## config.mk

```make
export PLATFORM = sky130hd
export DESIGN_NAME = mac_operand_feeder
export DESIGN_NICKNAME = d
export VERILOG_FILES = /design/src/rtl/feeder_pkg.sv /design/src/rtl/feeder_addr_gen.sv /design/src/rtl/mac_operand_feeder.sv
export SDC_FILE = /design/constraint.sdc
export NUM_CORES = 1
export LEC_CHECK = 0
export ABC_AREA = 1
export CAP_MARGIN = 40
export CORE_MARGIN = 3
export CORE_UTILIZATION = 30
export DETAILED_ROUTE_END_ITERATION = 6
export GPL_TIMING_DRIVEN = 0
export PLACE_DENSITY = 0.64
export SYNTH_ARGS = -nofsm -noshare
export SYNTH_HDL_FRONTEND = slang
export SYNTH_SLANG_ARGS = --single-unit
```

## constraint.sdc

```tcl
create_clock -name clk -period 2.6 [get_ports clk]
set_clock_uncertainty 0.05 [all_clocks]
set_input_delay 0.52 -clock clk [delete_from_list [all_inputs] [get_ports clk]]
set_output_delay 0.52 -clock clk [all_outputs]
set_load 0.03 [all_outputs]
```

## src/rtl/feeder_pkg.sv

```systemverilog
//------------------------------------------------------------------------------
// Module  : feeder_pkg
// Brief   : Shared constants for the MAC operand feeder and its MAC core.
// Revision: 1.0 - initial release
//------------------------------------------------------------------------------
`default_nettype none

package feeder_pkg;

    localparam int DEF_DATA_WIDTH = 8;
    localparam int DEF_ADDR_WIDTH = 8;

    localparam int         STATE_W = 3;
    localparam logic [2:0] S_IDLE  = 3'd0;
    localparam logic [2:0] S_CLEAR = 3'd1;
    localparam logic [2:0] S_FEED  = 3'd2;
    localparam logic [2:0] S_DRAIN = 3'd3;
    localparam logic [2:0] S_DONE  = 3'd4;

endpackage

`default_nettype wire

```

## src/rtl/feeder_addr_gen.sv

```systemverilog
//------------------------------------------------------------------------------
// Module  : feeder_addr_gen
// Brief   : Clearable issue counter driving buffer ce/address, flags last issue.
// Revision: 1.0 - initial release
//------------------------------------------------------------------------------
`default_nettype none

module feeder_addr_gen #(
    parameter int ADDR_WIDTH = 8
) (
    input  logic                  clk,
    input  logic                  reset,
    input  logic                  i_clr,
    input  logic                  i_issue,
    input  logic [ADDR_WIDTH:0]   i_num,
    output logic                  o_ce,
    output logic [ADDR_WIDTH-1:0] o_addr,
    output logic                  o_last
);

    localparam logic [ADDR_WIDTH:0] c_one = {{ADDR_WIDTH{1'b0}}, 1'b1};

    logic [ADDR_WIDTH:0] r_issue_cnt;
    logic                w_last_issue;

    // Counter is one bit wider than the address so N = 2**ADDR_WIDTH never wraps.
    assign w_last_issue = (r_issue_cnt == (i_num - c_one));

    always_ff @(posedge clk) begin
        if (reset) begin
            r_issue_cnt <= '0;
            o_ce        <= 1'b0;
            o_addr      <= '0;
            o_last      <= 1'b0;
        end else if (i_clr) begin
            r_issue_cnt <= '0;
            o_ce        <= 1'b0;
            o_last      <= 1'b0;
        end else if (i_issue) begin
            o_ce        <= 1'b1;
            o_addr      <= r_issue_cnt[ADDR_WIDTH-1:0];
            o_last      <= w_last_issue;
            r_issue_cnt <= r_issue_cnt + c_one;
        end else begin
            o_ce        <= 1'b0;
            o_last      <= 1'b0;
        end
    end

endmodule

`default_nettype wire

```

## src/rtl/mac_operand_feeder.sv

```systemverilog
//------------------------------------------------------------------------------
// Module  : mac_operand_feeder
// Brief   : Clears the MAC, streams N operand pairs from the buffers, captures
//           the final sum. Optional perf counter under FEEDER_PERF_CNT_EN.
// Revision: 1.0 - initial release
//------------------------------------------------------------------------------
`default_nettype none

module mac_operand_feeder
    import feeder_pkg::*;
#(
    parameter int DATA_WIDTH = DEF_DATA_WIDTH,
    parameter int ADDR_WIDTH = DEF_ADDR_WIDTH
) (
    input  logic                    clk,
    input  logic                    reset,
    input  logic                    i_start,
    input  logic [ADDR_WIDTH:0]     i_num,
    output logic                    o_idle,
    output logic                    o_node_ce,
    output logic [ADDR_WIDTH-1:0]   o_node_addr,
    input  logic [DATA_WIDTH-1:0]   i_node_q,
    output logic                    o_wegt_ce,
    output logic [ADDR_WIDTH-1:0]   o_wegt_addr,
    input  logic [DATA_WIDTH-1:0]   i_wegt_q,
    output logic                    o_run,
    output logic                    o_valid,
    output logic [DATA_WIDTH-1:0]   o_node,
    output logic [DATA_WIDTH-1:0]   o_wegt,
    input  logic                    i_mac_valid,
    input  logic [4*DATA_WIDTH-1:0] i_mac_result,
    output logic                    o_res_valid,
    input  logic                    i_res_ready,
    output logic [4*DATA_WIDTH-1:0] o_res_data,
    output logic [31:0]             o_cycle_cnt
);

    localparam logic [ADDR_WIDTH:0] c_one = {{ADDR_WIDTH{1'b0}}, 1'b1};

    logic [STATE_W-1:0]  r_state;
    logic [ADDR_WIDTH:0] r_num;
    logic [ADDR_WIDTH:0] r_ret_cnt;
    logic                w_accept;
    logic                w_issue;
    logic                w_last;

    assign w_accept = (r_state == S_IDLE) && i_start;
    // CLEAR issues address 0 so reads begin the cycle after the o_run pulse.
    assign w_issue  = (r_state == S_CLEAR) || ((r_state == S_FEED) && !w_last);

    feeder_addr_gen #(
        .ADDR_WIDTH (ADDR_WIDTH)
    ) u_addr_gen (
        .clk     (clk),
        .reset   (reset),
        .i_clr   (w_accept),
        .i_issue (w_issue),
        .i_num   (r_num),
        .o_ce    (o_node_ce),
        .o_addr  (o_node_addr),
        .o_last  (w_last)
    );

    assign o_wegt_ce   = o_node_ce;
    assign o_wegt_addr = o_node_addr;
    assign o_node      = i_node_q;
    assign o_wegt      = i_wegt_q;

    always_ff @(posedge clk) begin
        if (reset) begin
            r_state     <= S_IDLE;
            r_num       <= '0;
            r_ret_cnt   <= '0;
            o_idle      <= 1'b1;
            o_run       <= 1'b0;
            o_valid     <= 1'b0;
            o_res_valid <= 1'b0;
            o_res_data  <= '0;
        end else begin
            o_run   <= 1'b0;
            o_valid <= o_node_ce;
            case (r_state)
                S_IDLE: begin
                    if (i_start) begin
                        o_idle <= 1'b0;
                        if (i_num != '0) begin
                            r_num     <= i_num;
                            r_ret_cnt <= '0;
                            o_run     <= 1'b1;
                            r_state   <= S_CLEAR;
                        end else begin
                            o_res_data  <= '0;
                            o_res_valid <= 1'b1;
                            r_state     <= S_DONE;
                        end
                    end
                end
                S_CLEAR: begin
                    r_ret_cnt <= '0;
                    r_state   <= S_FEED;
                end
                S_FEED: begin
                    if (i_mac_valid) begin
                        r_ret_cnt <= r_ret_cnt + c_one;
                    end
                    if (w_last) begin
                        r_state <= S_DRAIN;
                    end
                end
                S_DRAIN: begin
                    if (i_mac_valid) begin
                        r_ret_cnt <= r_ret_cnt + c_one;
                        if (r_ret_cnt == (r_num - c_one)) begin
                            o_res_data  <= i_mac_result;
                            o_res_valid <= 1'b1;
                            r_state     <= S_DONE;
                        end
                    end
                end
                S_DONE: begin
                    if (i_res_ready) begin
                        o_res_valid <= 1'b0;
                        o_idle      <= 1'b1;
                        r_state     <= S_IDLE;
                    end
                end
                default: begin
                    o_idle  <= 1'b1;
                    r_state <= S_IDLE;
                end
            endcase
        end
    end

`ifdef FEEDER_PERF_CNT_EN
    logic [31:0] r_cycle_cnt;

    // The accept cycle counts as the first, so the value reads N+5 as o_res_valid rises.
    always_ff @(posedge clk) begin
        if (reset) begin
            r_cycle_cnt <= '0;
        end else if (w_accept) begin
            r_cycle_cnt <= 32'd1;
        end else if ((r_state != S_IDLE) && !o_res_valid) begin
            r_cycle_cnt <= r_cycle_cnt + 32'd1;
        end
    end

    assign o_cycle_cnt = r_cycle_cnt;
`else
    assign o_cycle_cnt = '0;
`endif

endmodule

`default_nettype wire

```

==> run metrics <==
status=completed; largest cells by area after synthesis=dfxtp_1 (35%), nand2_1 (13%), buf_4 (10%); io pins=approximately 160; Critical Path Start Type=primary input; fin. max-slew vios=0; largest net degree at the start of global routing=14; Final setup viols=0; PD cells=1200 nW/um2; most frequent cell after synthesis=nand2_1; Yosys warning count=0; Die Area=approximately 16000 um2; Post-Synth Adder-Cell Area=less than 1%; core area=14000 um2; Place WS=-0.130 ns; Max VDD drop=0.607 mV; antenna cells=0; final WL=~12000 um; post-CTS setup buffers=0; H-tree Lvls=3; worst hold-check path type=reg -> reg; Post-Synth Simple-Gate Area=approximately a third; hold buffers post-CTS=0; Synth Area in XOR/XNOR=approximately 2%; grt ovf=0; top-area cell type share of the netlist area=a little over a third; leak pwr=about 0.0028 uW; slew margin rel.=between 50% and 60%; critical path type=in -> reg; Via density=around 4.2; Slew @ Worst Pin=about 0.64 ns; mux share of post-synthesis cell area=0%; WP data required=roughly 2.8 ns; post-layout power=roughly 7400 uW; number of global-route vias before repair=3871; worst skew pair latency=roughly 0.35 ns; Fin. Hold Viols=0; port bufs=roughly 110; CTS Root Cell=clkbuf_16; largest family of logic cells by synthesized area=simple AND/OR/NAND/NOR gates; DR pass1 iterations=4; placed cell count=between 900 and 1000; register bit total from synthesis=76; gr usage total=between 10% and 20%; routed via count=between 4000 and 5000; CTS tree=done; crit path capture type=flop; number of antenna-violating nets in the routed design=0; ratio of cells with drive above 1 in the final layout=about 13%; sequential area share after synthesis=a little over a third; setup ws final=just under 0.3 ns; top_reg_cell synth=dfxtp_1; Post-synth EDFFs=0; max cap viols=0; minimum clock period=~2.3 ns; Initial Util=between 30% and 40%; gpl congestion=0.860; most frequent cells after synthesis=nand2_1 (149), inv_1 (106), nor2_1 (89); Distinct cells, synth=35; area grow syn2layout=41.0%; Rows=43; asr flop ratio synth=0%; initial antenna violation count=0; fmax=approximately 430 MHz; Die Height=approximately 130 um; Reg clk slew, reported paths=around 0.060 ns; wire length per cell=11.4 um; crit path DAT=2.54 ns; RSZ-0062 raised after global routing=no; Finished Layout Cells=approximately 1000; maximum clock path buffer count=2; Syn Std Cell Area=4370 um2; synthesized instance count=671; leading area contributor after synthesis=dfxtp_1; final net count=892; Clock Sinks=76; hpwl dp=between 8000 and 9000 um; Die Wd=127 um; Post-route DRC=0; Max Fanout on Critical Path=10; clock buffer count from CTS=9; initial drt markers=between 150 and 200; final period utilization=around nine tenths; Mean Syn Cell Area=6.51 um2; first-pass GRT wire length=around 19000 um; Synth Area in Compound Gates=under 10%
-- flip-flops by register name, summed over array words and instances (netlist names) --
signal                  flops
o_res_data                 32
r_num                       9
r_ret_cnt                   9
u_addr_gen.r_issue_cnt      9
u_addr_gen.o_addr           8
r_state                     3
o_idle                      1
o_res_valid                 1
o_run                       1
o_valid                     1
u_addr_gen.o_ce             1
u_addr_gen.o_last           1
-- kinds of logic (layout without fill, tap and decap cells) --
| family | Yosys count | count (layout) |
|---|---|---|
| AND/OR/NAND/NOR | 323 | 323 |
| flip-flops | 76 | 76 |
| other | 1 | 32 |
| adder cells (fa/ha/maj) | 3 | 3 |
| XOR/XNOR | 10 | 10 |
| buffers and inverters | 192 | 322 |
| AO/OA/AOI/OAI | 66 | 66 |
-- worst max-delay path, cell delays in order --
cell and delay, ns:
clkdlybuf4s50_1 0.44, nor4_1 0.28, nand2_1 0.08, nor2_1 0.29
nor2_1 0.10, clkinv_1 0.21, nand3_2 0.16, buf_2 0.23
nand2_1 0.08, nand2_1 0.04, nor2_1 0.10
-- worst paths after layout --
| kind | start | endpoint | slack [ns] | cells past startpoint |
|---|---|---|---|---|
| min | u_addr_gen.o_ce | o_valid | 0.39 | 2 |
| max | i_num[5] | o_res_data[31] | 0.29 | 11 |
| min reg2reg | u_addr_gen.o_ce | o_valid | 0.39 | 2 |
| max reg2reg | r_num[0] | o_res_data[30] | 0.33 | 14 |
-- stage by stage --
stage	TNS, ns	hold slack (ns)	area [um2]	utilization (%)
2_1_floorplan	0	0.409	4490	-
3_3_place_gp	-2.09	0.391	5850	41.7
3_5_place_dp	-2.09	0.388	5850	41.7
4_1_cts	0	0.397	6160	43.8
5_1_grt	0	0.450	6160	43.9
6_report	0	0.389	6160	43.9
-- layout by cell type, fill, tap and decap left out, types with 2 or more instances in the layout --
master             n
ha_1               2
inv_2              6
o21ai_0           29
nand4_1           31
conb_1            32
clkbuf_1           8
clkinv_4           3
nor2_2             4
buf_6              2
clkdlybuf4s50_1  114
inv_1            106
nor3_1             7
a21oi_1           28
nand3_1           31
buf_4             58
clkbuf_16          9
nand2_2            2
buf_2              7
nand2_1          149
buf_1              3
o211ai_1           2
xor2_1            10
nor2_1            89
clkbuf_2           2
o21ai_1            3
nor4_1             3
dfxtp_1           76
-- where the power goes --
group / switching, uW / total (uW) / internal, uW
combinational: 2680 / 4310 / 1640
clock: 509 / 1280 / 773
sequential: 247 / 1810 / 1560
-- final cells by class --
type                            instances  area (um2)
Sequential cell                        76        1520
Multi-Input combinational cell        434        2010
Fill cell                            1477        7880
Timing Repair Buffer                  114        1140
Tap cell                              180         225
Buffer                                 79         541
Clock inverter                          5        61.3
Inverter                              113         424
Clock buffer                           11         243
-- layer usage --
layer / track usage [%] / up-vias / part of all wire (%) / routed length, um
met5: 0 / - / 0 / 0
met4: 5.68 / 0 / 1.5 / 170
met3: 3.20 / 14 / 6.3 / 723
met2: 22.8 / 132 / 45 / 5150
met1: 18.8 / 1797 / 48 / 5520
li1: - / 2306 / - / -
-- what timing repair did --
item	4_1_cts	5_1_grt
hold endpoints to repair	0	0
setup endpoints to repair	0	18
gates resized for setup	0	5
Power figures use the tool's default switching activity.
